$ cat src/rtl/lsu_stage.sv
`default_nettype none
// ============================================================================
// Module   : lsu_stage
// Purpose  : Load/store stage between EXU and WBU; one data-memory req/resp
//            transaction per load/store, lane alignment and sign extension.
// Options  : define LSU_MISALIGN_TRAP_EN to fault misaligned half/word access
// Revision : 1.0 - initial release
// ============================================================================
module lsu_stage #(
    parameter int RESP_TIMEOUT = 256,
    parameter int CNT_W        = 9
) (
    input  logic        i_clock,
    input  logic        i_rst_n,
    input  logic        i_valid,
    output logic        o_ready,
    input  logic [31:0] i_result,
    input  logic [31:0] i_store_data,
    input  logic        i_mem_ren,
    input  logic        i_mem_wen,
    input  logic [3:0]  i_mem_wmask,
    input  logic [2:0]  i_mem_read_t,
    input  logic [4:0]  i_rd,
    input  logic        i_reg_wen,
    output logic        o_mem_req,
    input  logic        i_mem_gnt,
    output logic [31:0] o_mem_addr,
    output logic        o_mem_we,
    output logic [3:0]  o_mem_wstrb,
    output logic [31:0] o_mem_wdata,
    input  logic        i_mem_rvalid,
    input  logic [31:0] i_mem_rdata,
    input  logic        i_mem_rerr,
    output logic        o_valid,
    input  logic        i_wb_ready,
    output logic [31:0] o_wb_data,
    output logic [4:0]  o_rd,
    output logic        o_reg_wen,
    output logic        o_err
);

    typedef enum logic [1:0] {
        IDLE      = 2'd0,
        REQ       = 2'd1,
        WAIT_RESP = 2'd2,
        DONE      = 2'd3
    } state_t;

    localparam bit             WDOG_EN  = (RESP_TIMEOUT != 0);
    localparam logic [CNT_W-1:0] CNT_LAST = WDOG_EN ? CNT_W'(RESP_TIMEOUT - 1) : '0;

    state_t            state;
    state_t            state_next;

    logic [1:0]        addr_lo;
    logic              is_store;
    logic [2:0]        read_t;
    logic [4:0]        rd_q;
    logic              reg_wen_q;
    logic              err_q;
    logic [31:0]       wb_data_q;
    logic [31:0]       mem_addr_q;
    logic              we_q;
    logic [3:0]        wstrb_q;
    logic [31:0]       wdata_q;
    logic [CNT_W-1:0]  cnt;

    logic              mem_op_in;
    logic              store_in;
    logic              misaligned_in;
    logic              timeout;
    logic [7:0]        lane_b;
    logic [15:0]       lane_h;
    logic [31:0]       load_ext;

    // A set write enable wins over read enable.
    assign mem_op_in = i_mem_ren | i_mem_wen;
    assign store_in  = i_mem_wen;

`ifdef LSU_MISALIGN_TRAP_EN
    logic half_in;
    logic word_in;
    assign half_in = store_in ? (i_mem_wmask == 4'b0011) : (i_mem_read_t[1:0] == 2'b01);
    assign word_in = store_in ? (i_mem_wmask == 4'b1111) : (i_mem_read_t[1:0] == 2'b10);
    assign misaligned_in = mem_op_in &
                           ((half_in & i_result[0]) | (word_in & (i_result[1:0] != 2'b00)));
`else
    assign misaligned_in = 1'b0;
`endif

    assign timeout = WDOG_EN && (cnt == CNT_LAST);

    always_comb begin
        lane_b = i_mem_rdata[7:0];
        case (addr_lo)
            2'd1:    lane_b = i_mem_rdata[15:8];
            2'd2:    lane_b = i_mem_rdata[23:16];
            2'd3:    lane_b = i_mem_rdata[31:24];
            default: lane_b = i_mem_rdata[7:0];
        endcase
    end

    assign lane_h = addr_lo[1] ? i_mem_rdata[31:16] : i_mem_rdata[15:0];

    always_comb begin
        load_ext = i_mem_rdata;
        case (read_t)
            3'b000:  load_ext = {{24{lane_b[7]}}, lane_b};
            3'b001:  load_ext = {{16{lane_h[15]}}, lane_h};
            3'b100:  load_ext = {24'd0, lane_b};
            3'b101:  load_ext = {16'd0, lane_h};
            default: load_ext = i_mem_rdata;
        endcase
    end

    always_ff @(posedge i_clock or negedge i_rst_n) begin
        if (!i_rst_n) begin
            state <= IDLE;
        end else begin
            state <= state_next;
        end
    end

    always_comb begin
        state_next = state;
        case (state)
            IDLE: begin
                if (i_valid) begin
                    state_next = (mem_op_in && !misaligned_in) ? REQ : DONE;
                end
            end
            REQ: begin
                if (i_mem_gnt) begin
                    state_next = WAIT_RESP;
                end
            end
            WAIT_RESP: begin
                if (i_mem_rvalid || timeout) begin
                    state_next = DONE;
                end
            end
            DONE: begin
                if (i_wb_ready) begin
                    state_next = IDLE;
                end
            end
            default: state_next = IDLE;
        endcase
    end

    always_ff @(posedge i_clock or negedge i_rst_n) begin
        if (!i_rst_n) begin
            addr_lo    <= 2'b00;
            is_store   <= 1'b0;
            read_t     <= 3'b000;
            rd_q       <= 5'd0;
            reg_wen_q  <= 1'b0;
            err_q      <= 1'b0;
            wb_data_q  <= 32'd0;
            mem_addr_q <= 32'd0;
            we_q       <= 1'b0;
            wstrb_q    <= 4'd0;
            wdata_q    <= 32'd0;
            cnt        <= '0;
        end else begin
            case (state)
                IDLE: begin
                    if (i_valid) begin
                        addr_lo    <= i_result[1:0];
                        is_store   <= store_in;
                        read_t     <= i_mem_read_t;
                        rd_q       <= i_rd;
                        reg_wen_q  <= i_reg_wen;
                        err_q      <= misaligned_in;
                        wb_data_q  <= mem_op_in ? 32'd0 : i_result;
                        mem_addr_q <= {i_result[31:2], 2'b00};
                        we_q       <= store_in;
                        wstrb_q    <= store_in ? 4'(i_mem_wmask << i_result[1:0]) : 4'd0;
                        wdata_q    <= store_in ? (i_store_data << {i_result[1:0], 3'b000}) : 32'd0;
                    end
                end
                REQ: begin
                    if (i_mem_gnt) begin
                        cnt <= '0;
                    end
                end
                WAIT_RESP: begin
                    cnt <= cnt + {{(CNT_W-1){1'b0}}, 1'b1};
                    if (i_mem_rvalid) begin
                        err_q     <= i_mem_rerr;
                        wb_data_q <= is_store ? 32'd0 : load_ext;
                    end else if (timeout) begin
                        err_q     <= 1'b1;
                        wb_data_q <= 32'd0;
                    end
                end
                default: begin
                end
            endcase
        end
    end

    assign o_ready     = (state == IDLE);
    assign o_mem_req   = (state == REQ);
    assign o_valid     = (state == DONE);
    assign o_mem_addr  = mem_addr_q;
    assign o_mem_we    = we_q;
    assign o_mem_wstrb = wstrb_q;
    assign o_mem_wdata = wdata_q;
    assign o_wb_data   = wb_data_q;
    assign o_rd        = rd_q;
    assign o_err       = err_q;
    assign o_reg_wen   = reg_wen_q & ~err_q & ~is_store;

endmodule
`default_nettype wire

$ cat config.mk
export PLATFORM = sky130hd
export DESIGN_NAME = lsu_stage
export DESIGN_NICKNAME = d
export VERILOG_FILES = /design/src/rtl/lsu_stage.sv
export SDC_FILE = /design/constraint.sdc
export NUM_CORES = 1
export LEC_CHECK = 0
export ABC_CLOCK_PERIOD_IN_PS = 3100
export CAP_MARGIN = 20
export CORE_ASPECT_RATIO = 0.75
export CORE_UTILIZATION = 46
export CTS_BUF_LIST = sky130_fd_sc_hd__clkbuf_8
export DETAILED_ROUTE_END_ITERATION = 6
export PLACE_DENSITY = 0.82
export SYNTH_ARGS = -nofsm -noshare
export SYNTH_HDL_FRONTEND = slang
export SYNTH_SLANG_ARGS = --single-unit
export TNS_END_PERCENT = 1
$ cat constraint.sdc
create_clock -name i_clock -period 3.1 [get_ports i_clock]
set_clock_uncertainty 0.15 [all_clocks]
set_input_delay 0.62 -clock i_clock [delete_from_list [all_inputs] [get_ports i_clock]]
set_output_delay 0.62 -clock i_clock [all_outputs]
set_load 0.01 [all_outputs]
==> results of run 1 <==
## layer usage
metal	GRT usage [%]	vias to the layer above	share of wire, %
met5	0	-	0
met2	46.4	295	46
li1	-	2520	-
met3	6.46	43	7.7
met4	11.3	0	2.4
met1	40.2	2797	44
## worst register-to-register path, cell delays in order (launching register included)
cell	delay [ps]
dfrtp_1	410
inv_1	80
ha_1	350
nor3b_1	250
nor3_2	530
buf_4	380
mux2i_1	220
o21ai_0	90
## cells in the mapped netlist, drive strengths merged
cell	count	area (sq um)
clkbuf	16	60.1
a211oi	1	12.5
a32o	10	100
mux2i	29	290
a221o	7	70.1
or4	1	7.51
nor2	38	143
or3	2	12.5
o21a	1	7.51
nand3	4	20.0
nor2b	13	88.8
nor3	7	46.3
mux4	1	22.5
ha	6	75.1
a31oi	1	6.26
and2	2	12.5
buf	26	136
a21o	2	15.0
conb	1	3.75
nand4	1	6.26
nand3b	1	11.3
a22o	21	184
a221oi	6	52.6
o31ai	1	7.51
a2111oi	1	10.0
o22ai	25	156
nand4b	1	8.76
and3	8	50.1
nand2b	2	12.5
mux2	43	484
a21oi	49	245
nand2	37	139
inv	15	56.3
a211o	9	78.8
nor3b	3	22.5
a2111o	1	11.3
a2bb2oi	13	114
o21ai	35	186
xnor2	2	17.5
dfrtp	122	3050
## metrics by stage
stage	utilization (%)	instance area [sq um]
after detailed placement	67.8	8490
after global routing	71.5	8960
after CTS	71.5	8960
final	71.5	8960
after global placement	67.8	8490
after floorplan	-	6040
## area by class of cell
cell class | count | share of cell area (%)
clock buffer | 18 | 2.76
inverter | 15 | 0.628
multi-input combinational | 386 | 30.7
sequential | 122 | 34.1
tap | 166 | 2.32
clock inverter | 14 | 2.43
timing repair buffer | 243 | 27.1
## cells by family after synthesis
group                    synth area share [%]
multiplexers                             13.2
flip-flops                               50.6
AO/OA/AOI/OAI                            20.8
adder cells (fa/ha/maj)                  1.24
other                                  0.0621
AND/OR/NAND/NOR                          9.62
XOR/XNOR                                0.290
buffers and inverters                    4.19
## final timing paths
kind                                 from             end  slack [ps]
max                              state[0]         o_ready         430
min                               i_rst_n  o_mem_wdata[1]          30
max reg2reg                      state[0]    o_wb_data[6]         530
min reg2reg                o_mem_wdata[8]  o_mem_wdata[8]         350
max in group asynchronous         i_rst_n  o_mem_addr[10]        2110
min in group i_clock       o_mem_wdata[8]  o_mem_wdata[8]         350
## power breakdown
part / switching [mW] / internal (mW) / total [mW]
clock network: 0.699 / 0.986 / 1.68
registers: 0.467 / 2.30 / 2.77
logic: 2.05 / 2.28 / 4.33
total: 3.22 / 5.57 / 8.79
## flip-flops by register name, indices dropped and copies added, names as in the netlist
| signal | cells |
|---|---|
| addr_lo | 2 |
| cnt | 9 |
| o_err | 1 |
| o_mem_addr | 30 |
| o_mem_wdata | 32 |
| o_mem_we | 1 |
| o_mem_wstrb | 4 |
| o_rd | 5 |
| o_wb_data | 32 |
| read_t | 3 |
| reg_wen_q | 1 |
| state | 2 |
==> impl_metrics.json, run 1 <==
{
  "grt_pass1_vias": 5546,
  "post-cts-setup-buffer-count": 0,
  "final_layout_size_suffix_gt1_share_pct": 12.7,
  "rsz0062_at_grt": "false",
  "cts.sinks": 122,
  "drt_iter0_markers": 392,
  "num_vias": 5655,
  "yosysSeqAreaShare_pct": 50.6,
  "maxCapViolCount": 0,
  "finalSetupViolations": 0,
  "syn_inst": 564,
  "cts_tree": "done",
  "final_common_cell": "clkdlybuf4s50_1",
  "period_minus_slack_ps": 2670,
  "ys_warn_count": 0,
  "avgSynthCellArea_sq_um": 10.7,
  "whs_ps": 31.2,
  "critPathLaunchType": "flip-flop",
  "grt_antenna_before_repair": 0,
  "ant_nets": 0,
  "most-common-layout-cells": "225 x clkdlybuf4s50_1, 122 x dfrtp_1, 49 x a21oi_1",
  "pre_cts_slack_ps": 247,
  "instances_no_fill": 964,
  "ctsLongestPathBuffers": 2,
  "cts_made_buffers": 17,
  "fp.dieH_um": 101,
  "path_max_fanout": 7,
  "status": "finished, final reports clean",
  "grt-ovfl-total": 0,
  "setup_ws_ps": 428,
  "ctsResizeCount": 0,
  "fmax_mhz": 374,
  "worst-path-stages": 3,
  "drv_slew": 0,
  "routed_wl_mm": 19.5,
  "cts_hold_buf": 0,
  "tightest_slew_ps": 999,
  "setup.worst_path.class": "flip-flop to output pin",
  "r2r_cells": 7,
  "slowest_stage": "clkdlybuf4s50_1",
  "crit_family": "buffers and inverters",
  "timing.setup.tns_ps": 0,
  "die_w_um": 134,
  "io_pins": 229,
  "regArea_sq_um": 3050,
  "syn_area_sq_um": 6040,
  "cp_slowest_stage_delay_ps": 600,
  "ys_ff_latch": 122,
  "drc": 0,
  "post-route-period-util_pct": 86.2,
  "cp_data_required_time_ps": 2330,
  "dpl.cell_count": 932,
  "worstSetupEndpointType": "output pin",
  "crit_arrival_ps": 1900,
  "hold_violations": 0,
  "diodes": 0,
  "ir_drop_mv": 0.578,
  "finalPower_mw": 8.79,
  "power.leakage_nw": 3.87,
  "fp.coreArea_sq_um": 12500,
  "die_area_sq_um": 13600,
  "cp_cell_sequence": "inv_1 > ha_1 > clkdlybuf4s50_1",
  "nFillCells": 915,
  "clkTransAtPathRegs_ps": 80,
  "area_delta_synth_final_pct": 48.4,
  "multi_input_area_sq_um": 2750,
  "root_buffer": "clkbuf_8",
  "place_hpwl_mm": 14.7,
  "hold_class": "input pin to asynchronous set/reset pin",
  "routabilityCongestion": 0.944,
  "htree_levels": 4,
  "maxSlewHeadroom_pct": 33.1,
  "path_buf_inv": 2,
  "clock_latency_ps": 440,
  "final_nets": 909,
  "gr-usage-all-layers_pct": 29.4,
  "start_util_pct": 48.2,
  "power_density_nw_per_um2": 981,
  "rows": 35,
  "first_pass_iters": 5,
  "via_per_inst": 5.87,
  "portBuffers": 226,
  "routedWlPerCell_um": 20.3,
  "grt_max_degree": 50,
  "yosysUniqueCellTypes": 47,
  "grt_pass1_wl_mm": 30.3
}
Note: power is estimated with default switching activity, not from simulation.
==> inputs of run 2 (changes only) <==
ABC_AREA = 0   (was default)
CORE_UTILIZATION = 45   (was 46)
CTS_BUF_LIST = sky130_fd_sc_hd__clkbuf_8 sky130_fd_sc_hd__clkbuf_16   (was sky130_fd_sc_hd__clkbuf_8)
PLACE_DENSITY = 0.81   (was 0.82)
==> run 2 against run 1 <==
Routed wire length is 2.6% higher. Sequential power hardly changed. Die area is 2.2% higher. Maximum frequency is 0.49% lower. Sequential cell count stayed put. First-iteration DRC count is 22% higher. Register-to-register slack worse by 120 ps.
==> impl_metrics.json, run 2 (synthesis results as in run 1) <==
{
  "status": "finished, final reports clean",
  "setup.worst_path.class": "flip-flop to flip-flop",
  "grt_pass1_vias": 5391,
  "period_minus_slack_ps": 2690,
  "drc": 0,
  "r2r_cells": 7,
  "ant_nets": 0,
  "fp.coreArea_sq_um": 13000,
  "fmax_mhz": 372,
  "drt_iter0_markers": 479,
  "crit_arrival_ps": 2860,
  "maxCapViolCount": 0,
  "tightest_slew_ps": 918,
  "die_w_um": 136,
  "grt_antenna_before_repair": 0,
  "via_per_inst": 5.89,
  "grt_pass1_wl_mm": 30.0,
  "final_nets": 911,
  "die_area_sq_um": 13900,
  "clock_latency_ps": 410,
  "diodes": 0,
  "r2r_slack_ps": 410,
  "htree_levels": 4,
  "routedWlPerCell_um": 20.6,
  "final_common_cell": "clkdlybuf4s50_1",
  "first_pass_iters": 5,
  "num_vias": 5713,
  "instances_no_fill": 970,
  "final_layout_size_suffix_gt1_share_pct": 12.8,
  "finalSetupViolations": 0,
  "ir_drop_mv": 0.573,
  "rows": 36,
  "grt-ovfl-total": 0,
  "cts_made_buffers": 17,
  "cts_tree": "done",
  "maxSlewHeadroom_pct": 38.6,
  "io_pins": 229,
  "cts.sinks": 122,
  "dpl.cell_count": 938,
  "timing.setup.tns_ps": 0,
  "whs_path_depth": 1,
  "nFillCells": 922,
  "cp_data_required_time_ps": 3280,
  "hold_class": "flip-flop to flip-flop",
  "clkTransAtPathRegs_ps": 60,
  "worstSetupEndpointType": "flip-flop",
  "routabilityCongestion": 0.895,
  "most-common-layout-cells": "224 x clkdlybuf4s50_1, 122 x dfrtp_1, 49 x a21oi_1",
  "fp.dieH_um": 102,
  "power.leakage_nw": 3.97,
  "critPathLaunchType": "flip-flop",
  "portBuffers": 226,
  "gr-usage-all-layers_pct": 28.9,
  "post-route-period-util_pct": 86.6,
  "root_buffer": "clkbuf_16",
  "drv_slew": 0,
  "rsz0062_at_grt": "false",
  "power_density_nw_per_um2": 1020,
  "ctsLongestPathBuffers": 2,
  "area_delta_synth_final_pct": 51.6,
  "hold_violations": 0,
  "routed_wl_mm": 20.0,
  "grt_max_degree": 63,
  "start_util_pct": 46.4,
  "path_max_fanout": 20,
  "ctsResizeCount": 0,
  "place_hpwl_mm": 14.8
}
## run 2: cell types whose count changed in the layout (fill, tap and decap cells not counted), moves of 2 or more
| cell | previous run | this run |
|---|---|---|
| inv_6 | 4 | 1 |
| clkbuf_8 | 18 | 1 |
| clkinvlp_4 | 2 | 0 |
| clkbuf_16 | 0 | 17 |
| clkinv_2 | 1 | 4 |
## run 2: metrics by stage
stage | hold WS, ps | cell area [sq um] | util [%] | setup slack, ps | power, mW
finish | 339 | 9150 | 70.3 | 414 | 9.36
global placement | 314 | 8500 | 65.3 | 374 | 7.00
detailed placement | 318 | 8500 | 65.3 | 220 | 7.19
CTS | 344 | 9150 | 70.3 | 439 | 9.38
global route | 360 | 9150 | 70.3 | 239 | 9.86
floorplan | 174 | 6040 | - | 906 | 5.02
## run 2: repair_timing
action,in CTS,in global routing
hold buffers,1,0
buffers inserted,0,0
hold endpoints to repair,9,0
## run 2: layer usage
layer	vias up	wire, um	track usage, %
met4	0	573	12.3
met3	49	1820	7.84
li1	2537	-	-
met5	-	0	0
met2	335	9050	42.9
met1	2792	8580	39.9
## run 2: path summary, 6_finish.rpt
path | startpoint | end
min | o_mem_wdata[25] | o_mem_wdata[25]
max reg2reg | state[0] | o_wb_data[23]
min in group asynchronous | i_rst_n | o_mem_addr[30]
max in group asynchronous | i_rst_n | o_mem_addr[13]
min reg2reg | o_mem_wdata[25] | o_mem_wdata[25]
max | state[0] | o_wb_data[23]
## run 2: power by group
group,switching [mW],internal (mW)
Clock,0.714,1.44
Sequential,0.466,2.31
Combinational,2.12,2.31
## run 2: final cells by class
type	count	area, sq um	share of cell area, %
Timing Repair Buffer	245	2440	26.6
Clock inverter	13	200	2.19
Multi-Input combinational cell	386	2750	30.1
Inverter	15	56.3	0.615
Tap cell	171	214	2.34
Clock buffer	18	439	4.80
Sequential cell	122	3050	33.4
## run 2: critical path: stages (launching register included)
cell,delay [ps]
dfrtp_1,400
inv_1,110
ha_1,470
nor2_1,160
nor3_2,670
buf_4,380
nor2_1,80
o22ai_1,170
==> inputs of run 3 (changes only) <==
ABC_CLOCK_PERIOD_IN_PS = 3500   (was 3100)
CORE_MARGIN = 2   (was default)
CORE_UTILIZATION = 48   (was 45)
PLACE_DENSITY = 0.85   (was 0.81)
clock period = 3.5 ns   (was 3.1 ns; I/O delays follow)
==> run 3 against run 2 <==
First-iteration DRC count decreased by 5.2%. Critical path depth decreased by 4. Sequential share of layout area increased by 0.45 points. Cell count decreased by 1.2%. Combinational power decreased by 13%. Register-to-register slack improved by 380 ps. Global-route usage increased by 0.81 points. Die area decreased by 2.8%. Setup slack improved by 330 ps. Routed wire length decreased by 1.2%. Utilization increased by 3.3 points. Hold slack got worse by 210 ps. Critical path type is now flip-flop to output pin. Largest power group unchanged.
==> impl_metrics.json, run 3 (synthesis results as in run 1) <==
{
  "post-route-period-util_pct": 78.7,
  "period_minus_slack_ps": 2750,
  "grt_antenna_before_repair": 0,
  "power.leakage_nw": 3.90,
  "ant_nets": 0,
  "grt_pass1_vias": 5544,
  "path_max_fanout": 7,
  "root_buffer": "clkbuf_16",
  "slowest_stage": "clkdlybuf4s50_1",
  "final_cell_area_sq_um": 9030,
  "cp_data_required_time_ps": 2650,
  "worst-path-stages": 3,
  "power_density_nw_per_um2": 900,
  "final_common_cell": "clkdlybuf4s50_1",
  "cts.sinks": 122,
  "first_pass_iters": 5,
  "fmax_mhz": 363,
  "grt_pass1_wl_mm": 30.6,
  "portBuffers": 226,
  "hold_violations": 0,
  "grt-ovfl-total": 0,
  "ctsResizeCount": 0,
  "io_pins": 229,
  "rows": 35,
  "worstSetupEndpointType": "output pin",
  "drc": 0,
  "start_util_pct": 49.2,
  "clkTransAtPathRegs_ps": 60,
  "via_per_inst": 5.78,
  "routabilityCongestion": 0.917,
  "path_buf_inv": 2,
  "hold_class": "input pin to asynchronous set/reset pin",
  "status": "finished, final reports clean",
  "drt_iter0_markers": 454,
  "fin_util_pct": 73.6,
  "diodes": 0,
  "crit_arrival_ps": 1900,
  "critPathLaunchType": "flip-flop",
  "cts_tree": "done",
  "ctsLongestPathBuffers": 2,
  "final_layout_size_suffix_gt1_share_pct": 12.1,
  "gr-usage-all-layers_pct": 29.7,
  "routed_wl_mm": 19.8,
  "ir_drop_mv": 0.554,
  "grt_max_degree": 77,
  "setup.worst_path.class": "flip-flop to output pin",
  "r2r_cells": 7,
  "most-common-layout-cells": "224 x clkdlybuf4s50_1, 122 x dfrtp_1, 49 x a21oi_1",
  "fp.dieH_um": 101,
  "rsz0062_at_grt": "false",
  "cts_hold_buf": 0,
  "crit_family": "buffers and inverters",
  "timing.setup.tns_ps": 0,
  "tightest_slew_ps": 994,
  "routedWlPerCell_um": 20.7,
  "finalSetupViolations": 0,
  "clock_latency_ps": 420,
  "maxSlewHeadroom_pct": 33.5,
  "final_nets": 903,
  "die_w_um": 133,
  "cts_made_buffers": 17,
  "fp.coreArea_sq_um": 12300,
  "placed_area_sq_um": 8430,
  "die_area_sq_um": 13500,
  "drv_slew": 0,
  "maxCapViolCount": 0,
  "place_hpwl_mm": 14.4,
  "r2r_slack_ps": 790,
  "post-cts-setup-buffer-count": 0,
  "cp_cell_sequence": "inv_1 > ha_1 > clkdlybuf4s50_1",
  "nFillCells": 819,
  "area_delta_synth_final_pct": 49.6,
  "cp_slowest_stage_delay_ps": 610,
  "num_vias": 5538,
  "htree_levels": 4
}
==> run 3: layout make-up <==
| class | count | area, sq um | area share [%] |
|---|---|---|---|
| clock buffer | 18 | 439 | 4.86 |
| clock inverter | 14 | 159 | 1.76 |
| inverter | 15 | 56.3 | 0.624 |
| multi-input combinational | 386 | 2750 | 30.5 |
| sequential | 122 | 3050 | 33.8 |
| tap | 166 | 208 | 2.30 |
| timing repair buffer | 237 | 2360 | 26.2 |
==> run 3: worst register-to-register path, cell delays in order, from the launching register on <==
cell	delay, ps
dfrtp_1	420
inv_1	100
ha_1	450
nor3b_1	550
or3_1	240
buf_4	240
nor3_4	100
a221o_1	350
==> run 3: report_power, final <==
part / internal, mW / total (mW) / switching (mW)
logic: 2.02 / 3.88 / 1.86
registers: 2.04 / 2.45 / 0.409
clock network: 1.08 / 1.79 / 0.704
==> run 3: stage by stage <==
step | power [mW] | instances | hold slack, ps | worst slack (ps)
global route | 8.55 | 958 | 169 | 650
finish | 8.12 | 958 | 131 | 747
floorplan | 4.44 | 565 | 254 | 1310
detailed placement | 6.29 | 926 | 324 | 646
global placement | 6.14 | 926 | 316 | 755
CTS | 8.12 | 958 | 154 | 751
==> run 3: worst paths after layout <==
check | from | end
setup reg to reg | state[0] | o_wb_data[14]
hold / removal | i_rst_n | read_t[1]
hold reg to reg | o_mem_wdata[8] | o_mem_wdata[8]
max in group asynchronous | i_rst_n | o_mem_addr[10]
setup / recovery | state[0] | o_ready
min in group i_clock | o_mem_wdata[8] | o_mem_wdata[8]
==> run 3: routing by layer <==
metal	track usage [%]	vias to the layer above	routed length, um
met1	41.0	2713	8660
met5	0	-	0
li1	-	2510	-
met2	46.3	274	9140
met3	6.39	41	1500
met4	12.4	0	488
